--- config.mk ---
export PLATFORM = sky130hd
export DESIGN_NAME = seq_mult_flat
export DESIGN_NICKNAME = d
export VERILOG_FILES = /design/src/rtl/mult_pkg.sv /design/src/rtl/seq_mult_if.sv /design/src/rtl/mult_shift_add_dp.sv /design/src/rtl/seq_mult.sv /design/src/flat_wrapper.sv
export SDC_FILE = /design/constraint.sdc
export NUM_CORES = 1
export LEC_CHECK = 0
export CAP_MARGIN = 0
export CORE_ASPECT_RATIO = 1.5
export CORE_MARGIN = 2
export CORE_UTILIZATION = 50
export CTS_CLUSTER_SIZE = 14
export DETAILED_ROUTE_END_ITERATION = 8
export GPL_ROUTABILITY_DRIVEN = 0
export HOLD_SLACK_MARGIN = 0.1
export PLACE_DENSITY = 0.78
export SETUP_SLACK_MARGIN = 0.02
export SLEW_MARGIN = 20
export SYNTH_ARGS = -nofsm -noshare
export SYNTH_HDL_FRONTEND = slang
export SYNTH_SLANG_ARGS = --single-unit
export TNS_END_PERCENT = 20
--- constraint.sdc ---
create_clock -name clk -period 8.2 [get_ports clk]
set_input_delay 1.64 -clock clk [delete_from_list [all_inputs] [get_ports clk]]
set_output_delay 1.64 -clock clk [all_outputs]
set_load 0.01 [all_outputs]
--- src/rtl/mult_pkg.sv ---
// Shared types and defaults for the sequential shift-add multiplier.
package mult_pkg;

  typedef enum logic [1:0] {
    IDLE    = 2'd0,
    OPERATE = 2'd1,
    DONE    = 2'd2
  } mult_state_t;

  localparam int DEFAULT_XLEN = 16;

endpackage

--- src/rtl/seq_mult_if.sv ---
// Operand/result handshake bundle between the issuing controller and seq_mult.
interface seq_mult_if #(
  parameter int XLEN = mult_pkg::DEFAULT_XLEN
);
  logic              in_valid;
  logic              in_ready;
  logic [XLEN-1:0]   a_i;
  logic [XLEN-1:0]   b_i;
  logic              signed_i;
  logic              out_valid;
  logic              out_ready;
  logic [2*XLEN-1:0] product_o;
  logic              busy_o;

  modport master (
    output in_valid, a_i, b_i, signed_i, out_ready,
    input  in_ready, out_valid, product_o, busy_o
  );

  modport slave (
    input  in_valid, a_i, b_i, signed_i, out_ready,
    output in_ready, out_valid, product_o, busy_o
  );
endinterface

--- src/rtl/mult_shift_add_dp.sv ---
// Shift-add datapath: magnitude load, per-cycle add/shift, and sign-corrected result.
module mult_shift_add_dp
  import mult_pkg::*;
#(
  parameter int XLEN       = DEFAULT_XLEN,
  parameter bit EARLY_TERM = 1'b1
) (
  input  logic              clk,
  input  logic              reset,
  input  logic              load_i,
  input  logic              step_i,
  input  logic [XLEN-1:0]   a_i,
  input  logic [XLEN-1:0]   b_i,
  input  logic              signed_i,
  output logic              last_o,
  output logic [2*XLEN-1:0] result_o
);
  localparam int CW = (XLEN > 1) ? $clog2(XLEN) : 1;

  logic [2*XLEN-1:0] mcand_q, mcand_d;
  logic [2*XLEN-1:0] acc_q, acc_d;
  logic [XLEN-1:0]   mplier_q, mplier_d;
  logic [CW-1:0]     cnt_q, cnt_d;
  logic              neg_q, neg_d;

  logic [XLEN-1:0]   a_mag, b_mag;
  logic [2*XLEN-1:0] sum;

  // The most negative input negates to itself, which reads correctly as unsigned.
  assign a_mag = (signed_i && a_i[XLEN-1]) ? -a_i : a_i;
  assign b_mag = (signed_i && b_i[XLEN-1]) ? -b_i : b_i;

  assign sum      = acc_q + (mplier_q[0] ? mcand_q : '0);
  assign result_o = neg_q ? -sum : sum;
  assign last_o   = (cnt_q == CW'(XLEN-1)) ||
                    (EARLY_TERM && (mplier_q[XLEN-1:1] == '0));

  always_comb begin
    mcand_d  = mcand_q;
    acc_d    = acc_q;
    mplier_d = mplier_q;
    cnt_d    = cnt_q;
    neg_d    = neg_q;
    if (load_i) begin
      mcand_d  = {{XLEN{1'b0}}, a_mag};
      mplier_d = b_mag;
      acc_d    = '0;
      cnt_d    = '0;
      neg_d    = signed_i & (a_i[XLEN-1] ^ b_i[XLEN-1]);
    end else if (step_i) begin
      acc_d    = sum;
      mcand_d  = mcand_q << 1;
      mplier_d = mplier_q >> 1;
      cnt_d    = cnt_q + 1'b1;
    end
  end

  always_ff @(posedge clk) begin
    if (reset) begin
      mcand_q  <= '0;
      acc_q    <= '0;
      mplier_q <= '0;
      cnt_q    <= '0;
      neg_q    <= 1'b0;
    end else begin
      mcand_q  <= mcand_d;
      acc_q    <= acc_d;
      mplier_q <= mplier_d;
      cnt_q    <= cnt_d;
      neg_q    <= neg_d;
    end
  end

endmodule

--- src/rtl/seq_mult.sv ---
// Sequential multiplier top: IDLE/OPERATE/DONE control and both handshakes.
module seq_mult
  import mult_pkg::*;
#(
  parameter int XLEN       = DEFAULT_XLEN,
  parameter bit EARLY_TERM = 1'b1
) (
  input  logic     clk,
  input  logic     reset,
  seq_mult_if.slave bus
);
  mult_state_t       state_q, state_d;
  logic [2*XLEN-1:0] product_q, product_d;
  logic              accept;
  logic              step;
  logic              last;
  logic [2*XLEN-1:0] result;

  // in_ready is gated by reset so nothing is accepted during the reset cycle.
  assign bus.in_ready  = (state_q == IDLE) && !reset;
  assign bus.out_valid = (state_q == DONE);
  assign bus.busy_o    = (state_q == OPERATE) || (state_q == DONE);
  assign bus.product_o = product_q;
  assign accept        = bus.in_valid && bus.in_ready;

  mult_shift_add_dp #(
    .XLEN       (XLEN),
    .EARLY_TERM (EARLY_TERM)
  ) u_dp (
    .clk      (clk),
    .reset    (reset),
    .load_i   (accept),
    .step_i   (step),
    .a_i      (bus.a_i),
    .b_i      (bus.b_i),
    .signed_i (bus.signed_i),
    .last_o   (last),
    .result_o (result)
  );

  always_comb begin
    state_d   = state_q;
    product_d = product_q;
    step      = 1'b0;
    case (state_q)
      IDLE: begin
        if (accept) state_d = OPERATE;
      end
      OPERATE: begin
        step = 1'b1;
        if (last) begin
          state_d   = DONE;
          product_d = result;
        end
      end
      DONE: begin
        if (bus.out_ready) state_d = IDLE;
      end
      default: state_d = IDLE;
    endcase
  end

  always_ff @(posedge clk) begin
    if (reset) begin
      state_q   <= IDLE;
      product_q <= '0;
    end else begin
      state_q   <= state_d;
      product_q <= product_d;
    end
  end

endmodule
--- src/flat_wrapper.sv ---
// flat-port wrapper written by rule: the top's interface ports become plain ports
module seq_mult_flat import mult_pkg::*;
#(
  parameter int XLEN       = DEFAULT_XLEN,
  parameter bit EARLY_TERM = 1'b1
)
  (clk, reset, bus_in_valid, bus_a_i, bus_b_i, bus_signed_i, bus_out_ready, bus_in_ready, bus_out_valid, bus_product_o, bus_busy_o);
  seq_mult_if #(.XLEN(XLEN)) bus_i ();
  input  logic clk;
  input  logic reset;
  input wire logic [$bits(bus_i.in_valid)-1:0] bus_in_valid;
  input wire logic [$bits(bus_i.a_i)-1:0] bus_a_i;
  input wire logic [$bits(bus_i.b_i)-1:0] bus_b_i;
  input wire logic [$bits(bus_i.signed_i)-1:0] bus_signed_i;
  input wire logic [$bits(bus_i.out_ready)-1:0] bus_out_ready;
  output wire logic [$bits(bus_i.in_ready)-1:0] bus_in_ready;
  output wire logic [$bits(bus_i.out_valid)-1:0] bus_out_valid;
  output wire logic [$bits(bus_i.product_o)-1:0] bus_product_o;
  output wire logic [$bits(bus_i.busy_o)-1:0] bus_busy_o;
  assign bus_i.in_valid = bus_in_valid;
  assign bus_i.a_i = bus_a_i;
  assign bus_i.b_i = bus_b_i;
  assign bus_i.signed_i = bus_signed_i;
  assign bus_i.out_ready = bus_out_ready;
  assign bus_in_ready = bus_i.in_ready;
  assign bus_out_valid = bus_i.out_valid;
  assign bus_product_o = bus_i.product_o;
  assign bus_busy_o = bus_i.busy_o;
  seq_mult #(.XLEN(XLEN), .EARLY_TERM(EARLY_TERM)) u_core (.clk(clk), .reset(reset), .bus(bus_i));
endmodule
==> impl_metrics.csv, run 1 <==
group,metric,value,unit
critical_path,crit_chain,"buf_2 > buf_4 > nor2b_1 > clkdlybuf4s50_1",
cts,cts_buffers,17,
yosys,synth_area_per_cell,8.08,µm²
yosys,synth_edf_count,0,
die,initial_core_util,0.512,
cts,cts_sinks,119,
yosys,synth_area_leaders,"dfxtp_1 29%, mux2i_1 8.3%, nor2_1 6.9%",
global_route,grt_pass1_vias,7210,
sta,final.period_utilization,0.561,
yosys,synth.top_cells.by_count,"153 x nor2_1, 119 x dfxtp_1, 74 x nand2_1, 69 x mux2i_1, 63 x a211oi_1",
yosys,seq_area_frac_synth,0.286,
sta,setup_ws,3.60,ns
detailed_routing,vias,7681,
final_layout,diodes,0,
cts,clockBufferDepth,2,
detailed_routing,routed_wirelength,20600,µm
yosys,async_flop_share,0,
global_route,grt_overflow,0,
critical_path,critPathMaxFanout,68,
final_layout,final_layout_size_suffix_gt1_frac,0.0655,
cts,root_buffer,"clkbuf_16",
placed_design,port_buffers,71,
global_route,grt_max_degree,69,
yosys,synth.cell_area,8330,µm²
sta,finalSetupViolCount,0,
yosys,syn-num-nets,1108,
cts,postCtsResizedCells,0,
sta,worst_pin_slew,0.989,ns
critical_path,cpMaxStageDelayCell,"buf_4",
critical_path,crit_path_start_kind,"primary input",
power,irDropWorstVdd,0.170,mV
cts,cts_tree,"built",
final_layout,fillers,1461,
cts,insertion_delay,0.43,ns
sta,finalHoldViolCount,0,
die,die_w,109,µm
power,p_leak,3.74,nW
global_route,antenna_found_initial,0,
yosys,syn_inst,1031,
detailed_routing,first_pass_iters,5,
outcome,status,"finished clean",
worst_hold_path,hold_class,"flop to flop",
sta,rsz0062_at_grt,"no",
yosys,ys_seq_elements,119,
sta,final-max-slew-violation-count,0,
yosys,synth_top_area_cell,"dfxtp_1",
final_layout,nets,1149,
sta,fin_skew,0.0176,ns
die,fp-row-count,57,
yosys,yosys.cell_count.top_type,"nor2_1",
placed_design,dp_slack,3.59,ns
global_route,grt_use_total,0.239,
die,die_y,162,µm
detailed_routing,dr.first_iter.drc_count,497,
yosys,synthDistinctLibCells,78,
critical_path,critPathTopFamily,"buffers and inverters",
cts,clkSlewWorstSetupHoldPaths,0.06,ns
detailed_routing,avgViaCountPerCell,5.95,
yosys,synth_top_cell_area_share,0.286,
global_route,grt_pass1_wl,34400,µm
cts,hold_buffers,0,
die,num_io_pins,72,
power,powerDensity,213,nW/µm²
sta,period_minus_slack,4.60,ns
die,die_area,17700,µm²
die,core_area,16300,µm²
critical_path,crit_arrival,2.96,ns
placed_design,dp_hpwl,14900,µm
cts,cts_setup_buffers,0,
detailed_routing,drc,0,
critical_path,crit_buf_inv,3,
critical_path,worstPathRequired,6.56,ns
yosys,yosys_warnings,0,
detailed_routing,wl_per_cell,16.0,µm
critical_path,cpPeakStageDelay,0.54,ns
sta,slew_headroom,0.340,
critical_path,crit_path_end_kind,"output port",
cts,h-tree-depth,4,
detailed_routing,ant_nets,0,
yosys,synthFlopType,"dfxtp_1",
sta,finalSetupTns,0,ns
final_layout,area_growth,16.5,%
job,maxCapViolations,0,
sta,fmax,217,MHz
critical_path,path_class,"primary input to output port",
## stage by stage
stage	hold slack [ns]	utilization	cells	power (mW)	cell area [µm²]
after global routing	0.483	0.597	1290	2.17	9700
after CTS	0.459	0.597	1290	2.07	9700
after detailed placement	0.446	0.562	1259	1.35	9140
final	0.458	0.597	1290	2.07	9700
after global placement	0.438	0.562	1259	1.34	9140
after floorplan	0.460	-	1031	1.16	8330
## kinds of logic after synthesis
| group | Yosys count | share of synthesized area |
|---|---|---|
| AO/OA/AOI/OAI | 257 | 0.221 |
| XOR/XNOR | 77 | 0.0810 |
| multiplexers | 72 | 0.0888 |
| AND/OR/NAND/NOR | 388 | 0.226 |
| buffers and inverters | 78 | 0.0364 |
| adder cells (fa/ha/maj) | 40 | 0.0610 |
| flip-flops | 119 | 0.286 |
## layer usage
layer,GRT usage,vias up,share of wire
li1,-,3817,-
met1,0.308,3547,0.43
met2,0.405,273,0.49
met3,0.0281,44,0.052
met4,0.0869,0,0.025
met5,0,-,0
## cell type report
cell class	count	area, µm²	area share
Timing Repair Buffer	76	743	0.0766
Clock inverter	13	121	0.0125
Sequential cell	119	2380	0.246
Tap cell	206	258	0.0266
Multi-Input combinational cell	834	5670	0.584
Inverter	24	90.1	0.00928
Clock buffer	18	439	0.0453
## state kept, by name (all words and copies together) (netlist names)
name	flops
u_core.u_dp.acc_q	32
u_core.state_q	2
u_core.u_dp.cnt_q	4
u_core.u_dp.neg_q	1
u_core.bus.product_o	32
u_core.u_dp.mplier_q	16
u_core.u_dp.mcand_q	32
## power by group
part | internal (mW) | leakage, nW | switching (mW)
clock | 0.425 | 0.262 | 0.297
sequential | 0.637 | 0.965 | 0.0532
combinational | 0.275 | 2.51 | 0.379
## cells in the final DEF, fill, tap and decap left out, drive strengths merged, types with 11 or more instances in the layout
cell type / instances
nand4: 14
xor2: 48
nand3: 15
nand2: 75
a21oi: 58
nor2: 155
a21o: 11
ha: 39
nor4: 13
o41ai: 11
xnor2: 29
inv: 28
clkbuf: 18
nor3: 18
o21ai: 49
dfxtp: 119
a211oi: 65
and2: 46
mux2i: 70
clkdlybuf4s50: 70
## tightest hold or removal path, stage by stage, from the launching register on
cell and delay, ns:
dfxtp_1 0.31, nand2_1 0.05, o21ai_1 0.05
## worst paths after layout
check | from | to | slack (ns) | cells after the start
max | reset | bus_in_ready | 3.60 | 4
min | u_core.bus.product_o[31] | u_core.bus.product_o[31] | 0.46 | 2
max reg2reg | u_core.u_dp.mplier_q[0] | u_core.bus.product_o[30] | 3.70 | 13
min reg2reg | u_core.bus.product_o[31] | u_core.bus.product_o[31] | 0.46 | 2
(Power assumes the default switching activity.)
==> inputs of run 2 (changes only) <==
==> constraint.sdc (replaced) <==
create_clock -name clk -period 4.6 [get_ports clk]
set_input_delay 0.92 -clock clk [delete_from_list [all_inputs] [get_ports clk]]
set_output_delay 0.92 -clock clk [all_outputs]
set_load 0.01 [all_outputs]
==> run 2 against run 1 <==
Via count up 0.70%. Setup slack lost 3.3 ns. Global-route usage up 0.11 points. First-iteration DRC count decreased by 28%. Sequential power is 77% higher. Hold slack improved by 0.015 ns. Register-to-register slack worse by 3.4 ns. Critical endpoint is now u_core.bus.product_o[30]. Largest cell class unchanged. Largest power group unchanged.
==> impl_metrics.csv, run 2 (synthesized netlist as in run 1, its figures left out) <==
group,metric,value,unit
power,p_sw,1.32,mW
power,combPwrFrac,0.313,
die,initial_core_util,0.512,
sta,final.period_utilization,0.933,
critical_path,worstSetupStartpoint,"u_core.u_dp.mplier_q[0]",
die,fp-row-count,57,
critical_path,cp_common_cell,"nand4_1",
worst_hold_path,worstHoldEndpoint,"u_core.bus.product_o[22]",
cts,clkSlewWorstSetupHoldPaths,0.07,ns
detailed_routing,avgViaCountPerCell,5.98,
sta,fmax,233,MHz
cts,cts_tree,"built",
final_layout,area_growth,17.3,%
final_layout,final_layout_size_suffix_gt1_frac,0.0680,
power,p_int,2.46,mW
detailed_routing,first_pass_iters,7,
critical_path,crit_chain,"and2_1 > ha_1 > fa_1 > a21o_1 > a211oi_1 > nor2_1 > o32ai_2 > nand4_1 > nor4_1 > nand4_1 > o41ai_1 > xor2_1 > o21ai_1",
die,die_y,162,µm
final_layout,layout_commonest_cell,"nor2_1",
die,num_io_pins,72,
power,power_frac_clock,0.365,
critical_path,critPathTopFamily,"compound AO/OA/AOI/OAI gates",
sta,period_minus_slack,4.29,ns
sta,slew_headroom,0.414,
placed_design,dp_hpwl,15100,µm
global_route,grt_pass1_wl,34400,µm
final_layout,utilization,0.601,
job,maxCapViolations,0,
critical_path,regToRegSetupSlack,0.31,ns
detailed_routing,routed_wirelength,20900,µm
critical_path,cpMaxStageDelayCell,"a211oi_1",
die,core_area,16300,µm²
final_layout,stdcell_count,1294,
global_route,grt_pass1_vias,7226,
final_layout,diodes,0,
placed_design,dp_slack,0.389,ns
detailed_routing,vias,7735,
power,irDropWorstVdd,0.253,mV
worst_hold_path,hold_depth,2,
detailed_routing,wl_per_cell,16.2,µm
cts,cts_setup_buffers,0,
sta,finalSetupTns,0,ns
die,die_area,17700,µm²
power,switching_share,0.349,
final_layout,final_area,9770,µm²
power,powerDensity,386,nW/µm²
critical_path,crit_arrival,4.61,ns
worst_hold_path,min_from,"u_core.bus.product_o[22]",
detailed_routing,ant_nets,0,
cts,postCtsResizedCells,0,
final_layout,final_cell_mix,"153 x nor2_1, 119 x dfxtp_1, 74 x nand2_1",
final_layout,nets,1152,
critical_path,worstPathRequired,4.91,ns
cts,hold_buffers,0,
placed_design,port_buffers,71,
cts,insertion_delay,0.42,ns
critical_path,rr_startpoint,"u_core.u_dp.mplier_q[0]",
outcome,status,"finished clean",
sta,final-max-slew-violation-count,0,
critical_path,cpPeakStageDelay,0.54,ns
global_route,grt_max_degree,68,
cts,cts_sinks,119,
critical_path,reg2reg_depth,13,
sta,fin_hold_ws,0.473,ns
sta,setup_ws,0.307,ns
worst_hold_path,hold_class,"flop to flop",
power,p_leak,3.79,nW
critical_path,crit_path_start_kind,"flop",
sta,rsz0062_at_grt,"no",
sta,finalHoldViolCount,0,
detailed_routing,dr.first_iter.drc_count,357,
cts,cts_buffers,17,
global_route,grt_use_total,0.240,
critical_path,path_class,"flop to flop",
cts,h-tree-depth,4,
critical_path,r2r-end,"u_core.bus.product_o[30]",
sta,finalSetupViolCount,0,
cts,root_buffer,"clkbuf_16",
die,die_w,109,µm
global_route,grt_overflow,0,
critical_path,crit_path_end_kind,"flop",
cts,clockBufferDepth,2,
critical_path,critPathMaxFanout,8,
sta,fin_skew,0.0109,ns
global_route,antenna_found_initial,0,
power,pwr-share-seq,0.322,
power,fin_total_pwr,3.77,mW
detailed_routing,drc,0,
placed_design,postPlaceCellArea,9170,µm²
critical_path,crit_buf_inv,0,
placed_design,placedCellCount,1262,
sta,worst_pin_slew,0.878,ns
-- run 2: cell count changes in the layout (fill, tap and decap cells not counted), moves of 2 or more --
cell | previous run | this run
clkinv_4 | 1 | 3
clkinvlp_4 | 5 | 1
buf_4 | 5 | 8
inv_6 | 4 | 6
-- run 2: power groups by stage --
stage	clock [mW]	sequential (mW)	combinational (mW)
finish	1.38	1.22	1.18
global route	1.43	1.23	1.28
CTS	1.39	1.22	1.18
detailed placement	0	1.24	1.17
global placement	0	1.24	1.16
floorplan	0	1.22	0.852
-- run 2: tightest hold or removal path, stage by stage, from the launching register on --
cell and delay, ns:
dfxtp_1 0.32, nand2_1 0.05, o21ai_1 0.05
-- run 2: cell type report --
cell class,instances,area [µm²]
Timing Repair Buffer,79,766
Fill cell,1436,6490
Clock buffer,18,439
Inverter,24,90.1
Tap cell,206,258
Sequential cell,119,2380
Clock inverter,14,163
Multi-Input combinational cell,834,5670
-- run 2: per-layer routing --
metal  GRT usage  routed length (µm)
met1       0.295                8780
met2       0.405               10100
met3      0.0337                1290
met4       0.116                 821
met5           0                   0
-- run 2: how the worst max path moves through the flow --
stage                               endpoint  slack (ns)  cells past startpoint
finish              u_core.bus.product_o[30]        0.31                     13
global route        u_core.bus.product_o[30]        0.14                     13
CTS                 u_core.bus.product_o[30]        0.38                     13
floorplan           u_core.bus.product_o[24]        0.89                     14
global placement    u_core.bus.product_o[30]        0.42                     13
detailed placement  u_core.bus.product_o[30]        0.39                     13
